`config.mk`:
```
export PLATFORM = sky130hd
export DESIGN_NAME = uart_frame_sequencer
export DESIGN_NICKNAME = d
export VERILOG_FILES = /design/src/rtl/uart_frame_sequencer.sv
export SDC_FILE = /design/constraint.sdc
export NUM_CORES = 1
export LEC_CHECK = 0
export ABC_AREA = 1
export ABC_CLOCK_PERIOD_IN_PS = 8000
export BUFFER_PORTS_ARGS = -buffer_cell sky130_fd_sc_hd__buf_2
export CAP_MARGIN = 25
export CELL_PAD_IN_SITES_DETAIL_PLACEMENT = 0
export CELL_PAD_IN_SITES_GLOBAL_PLACEMENT = 1
export CORE_UTILIZATION = 35
export DETAILED_ROUTE_END_ITERATION = 12
export GPL_TIMING_DRIVEN = 0
export PLACE_DENSITY_LB_ADDON = 0.1
export SYNTH_ARGS = -nofsm -noshare
export SYNTH_HDL_FRONTEND = slang
export SYNTH_SLANG_ARGS = --single-unit
```
`constraint.sdc`:
```
create_clock -name clk -period 8 [get_ports clk]
set_input_delay 1.6 -clock clk [delete_from_list [all_inputs] [get_ports clk]]
set_output_delay 1.6 -clock clk [all_outputs]
set_load 0.03 [all_outputs]
```
`src/rtl/uart_frame_sequencer.sv`:
```
// Purpose : frames a 16-bit temperature word and a 16-bit aux word as
//           SYNC0 SYNC1 Tlo Thi Alo Ahi [CSUM] 0D 0A and feeds the bytes to a
//           byte transmitter over its tx_start/tx_busy handshake.
// Latency : sample_valid at edge k (idle, tx_busy low) -> tx_start high k+1..k+2.
// Backpres: waits in SEND while tx_busy is high; one pending sample is buffered
//           during a frame, and a further sample overwrites it and sets overrun.
// Ports   : clk/rst_n (async active-low); sample_valid/temperature/aux_data
//           sample input; overrun_clr clears the sticky overrun flag;
//           tx_busy/tx_start/tx_data transmitter handshake; frame_busy,
//           frame_done, overrun, frame_count status.
module uart_frame_sequencer #(
  parameter logic [7:0] SYNC0       = 8'h61,
  parameter logic [7:0] SYNC1       = 8'h62,
  parameter bit         CHECKSUM_EN = 1'b1
) (
  input  logic        clk,
  input  logic        rst_n,
  input  logic        sample_valid,
  input  logic [15:0] temperature,
  input  logic [15:0] aux_data,
  input  logic        overrun_clr,
  input  logic        tx_busy,
  output logic        tx_start,
  output logic [7:0]  tx_data,
  output logic        frame_busy,
  output logic        frame_done,
  output logic        overrun,
  output logic [15:0] frame_count
);

  localparam logic [2:0] ST_IDLE = 3'd0;
  localparam logic [2:0] ST_SEND = 3'd1;
  localparam logic [2:0] ST_HOLD = 3'd2;
  localparam logic [2:0] ST_WAIT = 3'd3;
  localparam logic [2:0] ST_DONE = 3'd4;

  // Index of the final byte (0x0A): 9-byte frame with checksum, 8 without.
  localparam logic [3:0] LAST_IDX = CHECKSUM_EN ? 4'd8 : 4'd7;

  logic [2:0]  r_state;
  logic [3:0]  r_idx;
  logic [15:0] r_act_t;
  logic [15:0] r_act_a;
  logic        r_pend_vld;
  logic [15:0] r_pend_t;
  logic [15:0] r_pend_a;
  logic        r_tx_start;
  logic [7:0]  r_tx_data;
  logic        r_frame_done;
  logic        r_overrun;
  logic [15:0] r_frame_count;

  logic [7:0]  w_csum;
  logic [7:0]  w_byte;
  logic        w_in_frame;
  logic        w_pend_wr;
  logic        w_overwrite;

  // Modulo-256 sum of the four payload bytes; carries drop out of the 8-bit result.
  assign w_csum = r_act_t[7:0] + r_act_t[15:8] + r_act_a[7:0] + r_act_a[15:8];

  always_comb begin
    w_byte = 8'h0A;
    case (r_idx)
      4'd0:    w_byte = SYNC0;
      4'd1:    w_byte = SYNC1;
      4'd2:    w_byte = r_act_t[7:0];
      4'd3:    w_byte = r_act_t[15:8];
      4'd4:    w_byte = r_act_a[7:0];
      4'd5:    w_byte = r_act_a[15:8];
      4'd6:    w_byte = CHECKSUM_EN ? w_csum : 8'h0D;
      4'd7:    w_byte = CHECKSUM_EN ? 8'h0D : 8'h0A;
      default: w_byte = 8'h0A;
    endcase
  end

  // DONE is excluded from w_in_frame: there the pending slot is either being
  // drained into the active register (so a new sample refills it cleanly) or
  // empty (so a new sample goes straight to the active register).
  assign w_in_frame  = (r_state == ST_SEND) || (r_state == ST_HOLD) || (r_state == ST_WAIT);
  assign w_pend_wr   = sample_valid && (w_in_frame || ((r_state == ST_DONE) && r_pend_vld));
  assign w_overwrite = sample_valid && w_in_frame && r_pend_vld;

  // Frame FSM and transmitter handshake.
  always_ff @(posedge clk or negedge rst_n) begin
    if (!rst_n) begin
      r_state       <= ST_IDLE;
      r_idx         <= 4'd0;
      r_act_t       <= 16'h0000;
      r_act_a       <= 16'h0000;
      r_tx_start    <= 1'b0;
      r_tx_data     <= 8'h00;
      r_frame_done  <= 1'b0;
      r_frame_count <= 16'h0000;
    end else begin
      r_tx_start   <= 1'b0;
      r_frame_done <= 1'b0;
      case (r_state)
        ST_IDLE: begin
          if (sample_valid) begin
            r_act_t <= temperature;
            r_act_a <= aux_data;
            r_idx   <= 4'd0;
            r_state <= ST_SEND;
          end
        end
        ST_SEND: begin
          if (!tx_busy) begin
            r_tx_start <= 1'b1;
            r_tx_data  <= w_byte;
            r_state    <= ST_HOLD;
          end
        end
        // The transmitter raises busy one cycle after tx_start; skip that cycle.
        ST_HOLD: r_state <= ST_WAIT;
        ST_WAIT: begin
          if (!tx_busy) begin
            if (r_idx == LAST_IDX) begin
              r_state <= ST_DONE;
            end else begin
              r_idx   <= r_idx + 4'd1;
              r_state <= ST_SEND;
            end
          end
        end
        ST_DONE: begin
          r_frame_done  <= 1'b1;
          r_frame_count <= r_frame_count + 16'd1;
          r_idx         <= 4'd0;
          if (r_pend_vld) begin
            r_act_t <= r_pend_t;
            r_act_a <= r_pend_a;
            r_state <= ST_SEND;
          end else if (sample_valid) begin
            r_act_t <= temperature;
            r_act_a <= aux_data;
            r_state <= ST_SEND;
          end else begin
            r_state <= ST_IDLE;
          end
        end
        default: r_state <= ST_IDLE;
      endcase
    end
  end

  // One-entry pending buffer and sticky overrun flag.
  always_ff @(posedge clk or negedge rst_n) begin
    if (!rst_n) begin
      r_pend_vld <= 1'b0;
      r_pend_t   <= 16'h0000;
      r_pend_a   <= 16'h0000;
      r_overrun  <= 1'b0;
    end else begin
      if (w_pend_wr) begin
        r_pend_vld <= 1'b1;
        r_pend_t   <= temperature;
        r_pend_a   <= aux_data;
      end else if ((r_state == ST_DONE) && r_pend_vld) begin
        r_pend_vld <= 1'b0;
      end
      // Setting takes priority over a same-edge clear.
      if (w_overwrite) begin
        r_overrun <= 1'b1;
      end else if (overrun_clr) begin
        r_overrun <= 1'b0;
      end
    end
  end

  assign tx_start    = r_tx_start;
  assign tx_data     = r_tx_data;
  assign frame_busy  = (r_state != ST_IDLE);
  assign frame_done  = r_frame_done;
  assign overrun     = r_overrun;
  assign frame_count = r_frame_count;

endmodule

```
==> results.toml, run 1 <==
[global_route]
grt_max_degree = 66
grt_overflow = 0
grt_first_pass_wirelength_um = 25400
grt_pass1_vias = 4688
antenna_found_initial = 0
grt_use_total_pct = 20.6

[worst_setup_path]
cp_max_fo = 9
worst-path-buf-inv = 3
crit_path_start_kind = "flip-flop"
cp_slowest_cell = "dfrtp_1"
worst_path_most_repeated_cell = "inv_1"
worstSetupPathType = "reg2out"
r2r_slack_ns = 4.83
critPathRequiredTime_ns = 6.40
r2r_cells = 13
r2r-start = "r_act_t[1]$_DFFE_PN0P_"
cp_data_arrival_time_ns = 1.62
endpoint_kind = "primary output"
cp_cell_sequence = "inv_1 > nand2_2 > nor2_1 > inv_1 > buf_2"
r2r-end = "tx_data[5]$_DFFE_PN0P_"
crit_path_start = "r_state[0]$_DFFE_PN0P_"
slowest_delay_ns = 0.42
cpLargestDelayFamily = "simple AND/OR/NAND/NOR gates"

[detailed_routing]
dr.first_iter.drc_count = 302
wire_per_inst_um = 16.3
routed_wl_um = 15700
dr_total_vias = 4638
drc = 0
vias_per_cell = 4.82
dr.pass1.iters = 5
drtAntennaViolNets = 0

[yosys]
ys_types = 39
synth_area_per_cell_um2 = 8.32
yosys.area_share.simple_pct = 22.4
synthAdderAreaFrac_pct = 7.70
post_synth_inst_count = 672
synthArstFlopShare_pct = 100
synth_top_cells_by_area = "dfrtp_1 (44%), nand2_1 (14%), inv_1 (7.4%), fa_1 (5.0%), o311ai_0 (4.5%)"
synth_flop_cell = "dfrtp_1"
synth_top_family_by_area = "simple AND/OR/NAND/NOR gates"
synthMuxAreaShare_pct = 0
ys_warn_count = 0
synth-xor-area-share_pct = 2.19
synth_compound_area_share_pct = 13.4
synth_top_area_share_pct = 44.3
synth_seq_cells = 99
syn_nets = 735
yosys.area.top_type = "dfrtp_1"
netlist_area_mm2 = 0.00559
seq_area_frac_synth_pct = 44.3
synth-edff-count = 0

[cts]
clk_pin_slew_ns = 0.07
post_cts.repair.setup_buffers = 0
root_buffer = "clkbuf_16"
numCtsBuffers = 9
cts_sinks = 99
cts_resized = 0
hold_buffers = 0
cts_tree = "done"
clkLatencyLatePin_ns = 0.36
cts_buffer_depth = 2
htreeDepth = 3

[timing]
period_needed_ns = 3.22
rsz0062_at_grt = "false"
relSlewSlack_pct = 55.9
fin_crit_sh_pct = 40.2
finalHoldViolCount = 0
finClkSkew_ns = 0.00995
tightest_slew_ns = 0.660
setup_viol = 0
finalSetupTns_ns = 0
timing.fmax_mhz = 311
drv_slew = 0

[power_and_ir_drop]
peakVddDrop_uv = 245
leakage_nw = 3.38
power.density_mw_per_mm2 = 449

[die]
dieArea_mm2 = 0.0165
start_util_pct = 36.4
num_io_pins = 65
num_rows = 45
die_y_um = 128
fp.dieW_um = 128
core-area_mm2 = 0.0154

[hold_path]
holdPathStages = 2
worstHoldPathType = "reg2reg"
hold_end = "tx_data[6]$_DFFE_PN0P_"
hold_start = "tx_data[6]$_DFFE_PN0P_"

[finish]
layout-drive-gt1-share_pct = 16.0
fin_nets = 811
diodes = 0
seq_area_mm2 = 0.00248
multi_input_area_mm2 = 0.00256
nFillCells = 1596
fin_util_pct = 42.3
area_growth_syn_to_layout_pct = 16.4

[place]
place.gp.congestion = 0.916
hpwl_um = 11700
port_buffers = 64

[run]
maxCapViolCount = 0

[run_status]
status = "completed"
## routing by layer
layer	global-route usage (%)	part of all wire, %	up-vias
li1	-	-	2310
met1	28.2	50	2228
met2	33.1	46	85
met3	3.37	2.8	15
met4	6.64	1.8	0
met5	0	0	-
## registers in the layout, summed over array words and instances, names as in the netlist
signal and flops:
frame_count 16, r_act_a 16, r_act_t 16, r_pend_a 16
r_pend_t 16, tx_data 8, r_idx 4, r_state 3
frame_done 1, overrun 1, r_pend_vld 1, tx_start 1
## layout make-up
cell class	instances	area share, %
multi-input combinational	438	39.3
sequential	99	38.1
inverter	112	6.46
timing repair buffer	65	5.38
tap	211	4.06
clock buffer	10	3.67
buffer	23	2.11
clock inverter	5	0.961
## metrics by stage
step,hold WS (ns),total power [mW],instance area [um^2],worst slack (ns),cells
final,0.473,2.92,6510,4.78,963
after global routing,0.493,3.20,6510,4.68,963
after CTS,0.479,2.93,6510,4.74,963
after detailed placement,0.458,2.46,6210,4.89,948
after global placement,0.459,2.43,6180,4.13,947
after floorplan,0.450,2.01,5590,5.11,672
## power breakdown
group | leakage, nW | total (mW) | internal (mW) | switching (mW)
Sequential | 1.20 | 0.800 | 0.687 | 0.112
Combinational | 2.04 | 1.67 | 0.599 | 1.07
Clock | 0.141 | 0.452 | 0.251 | 0.201
## synth_stat cells (all sizes together), types with 2 or more instances
cell type / instances
nand2: 220
inv: 112
dfrtp: 99
o21ai: 52
o311ai: 29
nand3: 26
nor2: 21
clkbuf: 15
fa: 14
a21oi: 13
ha: 12
buf: 8
nand4: 8
nor3: 8
xor2: 8
o22ai: 6
xnor2: 6
o31ai: 4
o211ai: 2
o221ai: 2
or2: 2
## cells by family after synthesis
| group | Yosys count |
|---|---|
| xor gates and xnor gates | 14 |
| AOI/OAI and AO/OA | 111 |
| and+or+nand+nor | 287 |
| buffers and inverters | 135 |
| adders and majority gates | 26 |
| DFF | 99 |
## worst reg2reg max path, stage by stage, from the launching register on
cell	delay, ns
dfrtp_1	0.43
fa_1	0.54
inv_1	0.05
fa_1	0.49
inv_1	0.04
ha_1	0.23
fa_1	0.48
inv_1	0.11
nor2_1	0.06
o21ai_0	0.14
nand2_1	0.06
o21ai_0	0.32
nand2_1	0.10
nand2_1	0.07
## how the worst max path moves through the flow
| stage | endpoint | slack (ns) | depth (start not counted) |
|---|---|---|---|
| 3_3_place_gp | frame_count[10]$_DFFE_PN0P_ | 4.13 | 1 |
| 6_report | frame_busy | 4.78 | 5 |
| 2_1_floorplan | tx_data[3]$_DFFE_PN0P_ | 5.11 | 11 |
| 5_1_grt | frame_busy | 4.68 | 5 |
| 4_1_cts | frame_busy | 4.74 | 5 |
| 3_5_place_dp | tx_data[5]$_DFFE_PN0P_ | 4.89 | 13 |
## layout by cell type, fill, tap and decap left out, drive strengths merged, types with 8 or more instances in the layout
master and count:
nor2 21, fa 14, clkbuf 25, o21ai 52, o311ai 29, nand4 8, dfrtp 99, xor2 8
nand2 220, buf 73, a21oi 13, inv 113, ha 12, nand3 26, nor3 8
No activity file was read; power rests on OpenSTA's default activity.
==> inputs of run 2 (changes only) <==
--- a/config.mk
+++ b/config.mk
@@ -6,7 +6,7 @@
 export NUM_CORES = 1
 export LEC_CHECK = 0
 export ABC_AREA = 1
-export ABC_CLOCK_PERIOD_IN_PS = 8000
+export ABC_CLOCK_PERIOD_IN_PS = 3000
 export BUFFER_PORTS_ARGS = -buffer_cell sky130_fd_sc_hd__buf_2
 export CAP_MARGIN = 25
 export CELL_PAD_IN_SITES_DETAIL_PLACEMENT = 0
==> constraint.sdc (replaced) <==
create_clock -name clk -period 3 [get_ports clk]
set_input_delay 0.6 -clock clk [delete_from_list [all_inputs] [get_ports clk]]
set_output_delay 0.6 -clock clk [all_outputs]
set_load 0.03 [all_outputs]
==> run 2 against run 1 <==
Compared with the run above:
- utilization up 0.22 points
- total power rose to 2.7 times the previous value
- worst hold slack worse by 0.26 ns
- non-clock buffer count up 3
- critical path type is now reg2reg
- critical endpoint is now tx_data[7]$_DFFE_PN0P_
- largest cell class unchanged
- highest routed layer unchanged
==> results.toml, run 2 (synthesis results as in run 1) <==
[power_and_ir_drop]
p_int_mw = 4.22
pwr-share-clk_pct = 15.2
p_seq_share_pct = 26.9
leakage_nw = 3.40
peakVddDrop_uv = 653
power.density_mw_per_mm2 = 1210
p_sw_share_pct = 46.8
pwr-share-comb_pct = 57.9
p_switching_mw = 3.71

[global_route]
grt_overflow = 0
grt_pass1_vias = 4697
antenna_found_initial = 0
grt_use_total_pct = 20.6
grt_first_pass_wirelength_um = 25500
grt_max_degree = 66

[worst_setup_path]
cp_slowest_cell = "fa_1"
cp_cell_sequence = "fa_1 > inv_2 > fa_1 > inv_1 > ha_2 > fa_2 > buf_4 > nand4_1 > nand3_1 > nand3_1 > nand3_1 > nand2_1 > nand2_1 > nand2_1"
worstSetupPathType = "reg2reg"
cp_data_arrival_time_ns = 3.18
crit_path_start_kind = "flip-flop"
endpoint_kind = "flip-flop"
slowest_delay_ns = 0.56
cp_max_fo = 4
worst-path-buf-inv = 3
cpLargestDelayFamily = "adder cells"
r2r_slack_ns = 0.11
critPathRequiredTime_ns = 3.29

[place]
dpl.cell_count = 948
place_ws_ns = -0.113
place_area_mm2 = 0.00621
port_buffers = 64
place.gp.congestion = 0.916
hpwl_um = 11700

[timing]
setup_ws_ns = 0.114
setup_viol = 0
drv_slew = 0
fin_crit_sh_pct = 96.2
period_needed_ns = 2.89
finalHoldViolCount = 0
finClkSkew_ns = 0.00912
rsz0062_at_grt = "true"
finalSetupTns_ns = 0
relSlewSlack_pct = 55.8
tightest_slew_ns = 0.661
timing.fmax_mhz = 347

[finish]
area_growth_syn_to_layout_pct = 17.0
final_area_mm2 = 0.00654
final_common_cell = "nand2_1"
seq_area_mm2 = 0.00248
multi_input_area_mm2 = 0.00257
nFillCells = 1593
fin_util_pct = 42.6
diodes = 0
final_cell_count_no_fill = 966
fin_nets = 814
layout-drive-gt1-share_pct = 16.8
layout_common_cells = "nand2_1 (215), inv_1 (109), dfrtp_1 (99)"

[cts]
cts_buffer_depth = 2
hold_buffers = 0
cts_sinks = 99
numCtsBuffers = 9
root_buffer = "clkbuf_16"
cts_tree = "done"
clkLatencyLatePin_ns = 0.36
htreeDepth = 3
clk_pin_slew_ns = 0.07

[die]
dieArea_mm2 = 0.0165
core-area_mm2 = 0.0154
num_io_pins = 65
num_rows = 45
fp.dieW_um = 128
start_util_pct = 36.4
die_y_um = 128

[detailed_routing]
dr_total_vias = 4652
drc = 0
drtAntennaViolNets = 0
dr.pass1.iters = 4
routed_wl_um = 15600
vias_per_cell = 4.82
dr.first_iter.drc_count = 297
wire_per_inst_um = 16.2

[run_status]
status = "completed"

[run]
maxCapViolCount = 0

[hold_path]
worstHoldPathType = "in2async"
## run 2: timing repair
action / CTS / global route
resized for setup: 3 / 3
pin swaps: 1 / 7
setup buffers: 2 / 1
setup endpoints to repair: 2 / 3
## run 2: layout make-up
| cell class | count | area share, % |
|---|---|---|
| Clock inverter | 5 | 0.956 |
| Multi-Input combinational cell | 438 | 39.3 |
| Timing Repair Buffer | 68 | 5.70 |
| Buffer | 23 | 2.10 |
| Inverter | 112 | 6.43 |
| Clock buffer | 10 | 3.65 |
| Tap cell | 211 | 4.04 |
| Sequential cell | 99 | 37.9 |
## run 2: stage by stage
step / hold slack (ns) / total power [mW]
2_1_floorplan: 0.304 / 5.37
3_3_place_gp: 0.459 / 6.48
3_5_place_dp: 0.458 / 6.57
4_1_cts: 0.222 / 7.90
5_1_grt: 0.239 / 8.72
6_report: 0.208 / 7.93
## run 2: worst paths after layout
check	startpoint	end	depth (start not counted)
min reg2reg	tx_data[6]$_DFFE_PN0P_	tx_data[6]$_DFFE_PN0P_	2
max reg2reg	r_act_t[9]$_DFFE_PN0P_	tx_data[7]$_DFFE_PN0P_	14
max in group asynchronous	rst_n	r_act_t[13]$_DFFE_PN0P_	2
max	r_act_t[9]$_DFFE_PN0P_	tx_data[7]$_DFFE_PN0P_	14
min in group clk	overrun_clr	overrun$_DFFE_PN0P_	2
min	rst_n	r_act_a[11]$_DFFE_PN0P_	1
## run 2: per-layer routing
metal	share of wire, %	global-route usage, %
met5	0	0
met4	1.8	6.64
met3	3.0	3.37
met2	46	33.2
met1	49	28.3
## run 2: power groups by stage
stage	clock (mW)	combinational [mW]	sequential, mW
6_report	1.20	4.59	2.13
5_1_grt	1.29	5.24	2.19
4_1_cts	1.25	4.51	2.13
3_5_place_dp	0	4.41	2.16
3_3_place_gp	0	4.33	2.15
2_1_floorplan	0	3.17	2.20
==> inputs of run 3 (changes only) <==
--- a/config.mk
+++ b/config.mk
@@ -13,8 +13,10 @@
 export CELL_PAD_IN_SITES_GLOBAL_PLACEMENT = 1
 export CORE_UTILIZATION = 35
 export DETAILED_ROUTE_END_ITERATION = 12
+export GPL_ROUTABILITY_DRIVEN = 0
 export GPL_TIMING_DRIVEN = 0
 export PLACE_DENSITY_LB_ADDON = 0.1
+export REMOVE_ABC_BUFFERS = 1
 export SYNTH_ARGS = -nofsm -noshare
 export SYNTH_HDL_FRONTEND = slang
 export SYNTH_SLANG_ARGS = --single-unit
==> run 3 against run 2 <==
Compared with the run above:
- non-clock buffer count decreased by 18
- sequential cell count stayed put
- total power decreased by 2.0%
- via count fell by 2.7%
- sequential share of layout area up 0.094 points
- cell area is 0.25% lower
- largest cell class unchanged
- largest power group unchanged
==> results.toml, run 3 (synthesis results as in run 1) <==
[cts]
htreeDepth = 3
cts_tree = "done"
hold_buffers = 0
clk_pin_slew_ns = 0.07
root_buffer = "clkbuf_16"
clkLatencyLatePin_ns = 0.35
numCtsBuffers = 9
cts_buffer_depth = 2
cts_sinks = 99

[worst_setup_path]
endpoint_kind = "flip-flop"
cp_cell_sequence = "fa_1 > inv_2 > fa_1 > inv_2 > ha_4 > fa_2 > or2_4 > a31oi_1 > nand4_1 > nor2_1 > a21oi_1"
cp_data_arrival_time_ns = 3.10
crit_path_start = "r_act_t[9]$_DFFE_PN0P_"
slowest_delay_ns = 0.55
cp_slowest_cell = "fa_1"
r2r_cells = 11
crit_path_start_kind = "flip-flop"
r2r-start = "r_act_t[9]$_DFFE_PN0P_"
worstSetupPathType = "reg2reg"
critPathRequiredTime_ns = 3.22
cp_max_fo = 2

[timing]
timing.fmax_mhz = 347
drv_slew = 0
finClkSkew_ns = 0.00937
setup_viol = 0
rsz0062_at_grt = "true"
period_needed_ns = 2.88
tightest_slew_ns = 0.892
fin_crit_sh_pct = 95.9
finalSetupTns_ns = 0
finalHoldViolCount = 0
relSlewSlack_pct = 40.5

[finish]
final_area_mm2 = 0.00653
layout_common_cells = "nand2_1 (215), inv_1 (107), dfrtp_1 (99)"
area_growth_syn_to_layout_pct = 16.7
layout-drive-gt1-share_pct = 17.2
fin_nets = 798
final_common_cell = "nand2_1"
diodes = 0

[global_route]
grt_first_pass_wirelength_um = 23200
antenna_found_initial = 0
grt_overflow = 0
grt_pass1_vias = 4395
grt_max_degree = 53
grt_use_total_pct = 18.3

[power_and_ir_drop]
power.density_mw_per_mm2 = 1190
pwr-share-clk_pct = 15.1
p_switching_mw = 3.53
p_seq_share_pct = 27.3
peakVddDrop_uv = 681
p_sw_share_pct = 45.4
pwr-share-comb_pct = 57.5
leakage_nw = 3.39
p_int_mw = 4.25

[die]
die_y_um = 128
num_io_pins = 65
core-area_mm2 = 0.0154
start_util_pct = 36.4
num_rows = 45
dieArea_mm2 = 0.0165
fp.dieW_um = 128

[detailed_routing]
drc = 0
vias_per_cell = 4.76
dr.pass1.iters = 4
dr.first_iter.drc_count = 269
drtAntennaViolNets = 0
routed_wl_um = 14300
dr_total_vias = 4525
wire_per_inst_um = 15.0

[run_status]
status = "completed"

[place]
port_buffers = 64
hpwl_um = 9810
place_area_mm2 = 0.00617

[hold_path]
worstHoldPathType = "in2async"

[run]
maxCapViolCount = 0
-- run 3: power by group through the flow --
| stage | registers (mW) | clock network, mW | logic (mW) |
|---|---|---|---|
| global route | 2.19 | 1.27 | 5.22 |
| detailed placement | 2.15 | 0 | 4.24 |
| finish | 2.13 | 1.18 | 4.47 |
| global placement | 2.14 | 0 | 4.07 |
| floorplan | 2.20 | 0 | 3.06 |
| CTS | 2.13 | 1.21 | 4.41 |
-- run 3: per-stage QoR --
| step | setup WS (ns) | hold slack [ns] | total power, mW | utilization (%) | instances |
|---|---|---|---|---|---|
| after detailed placement | -0.129 | 0.463 | 6.39 | 40.1 | 930 |
| after floorplan | 0.106 | 0.304 | 5.26 | - | 649 |
| final | 0.122 | 0.281 | 7.78 | 42.5 | 951 |
| after global placement | -0.390 | 0.458 | 6.21 | 39.3 | 924 |
| after global routing | -0.0114 | 0.334 | 8.68 | 42.5 | 951 |
| after CTS | 0.00964 | 0.305 | 7.75 | 42.3 | 949 |
-- run 3: routing by layer --
layer	global-route usage, %	vias to the layer above	wire length [um]
li1	-	2283	-
met1	25.6	2152	7050
met2	29.3	80	6550
met3	2.70	10	555
met4	5.81	0	150
met5	0	-	0
-- run 3: repair_timing --
| item | CTS | global route |
|---|---|---|
| gates cloned | 0 | 2 |
| pin swaps | 5 | 7 |
| resized for setup | 3 | 7 |
| endpoints found under the setup margin | 1 | 36 |
| setup buffers | 3 | 0 |
-- run 3: critical path: cells and delay by family, from the launching register on --
kind | cells | cell delay [ns]
AO/OA/AOI/OAI | 2 | 0.21
adder cells (fa/ha/maj) | 4 | 1.52
flip-flops | 1 | 0.40
AND/OR/NAND/NOR | 3 | 0.53
buffers and inverters | 2 | 0.09
-- run 3: final timing paths --
kind                                               end  slack [ns]
max                             tx_data[3]$_DFFE_PN0P_        0.12
min                            r_act_a[15]$_DFFE_PN0P_        0.28
max reg2reg                     tx_data[3]$_DFFE_PN0P_        0.12
min reg2reg                frame_count[15]$_DFFE_PN0P_        0.47
max in group asynchronous      r_pend_a[4]$_DFFE_PN0P_        2.04
min in group clk                   overrun$_DFFE_PN0P_        0.43
-- run 3: area by class of cell --
class                      instances  area (um^2)
tap                              211          264
sequential                        99         2480
clock inverter                     4         48.8
multi-input combinational        439         2580
timing repair buffer              73          473
fill                            1567         8840
inverter                         112          424
timing repair inverter             1         7.51
clock buffer                      12          246
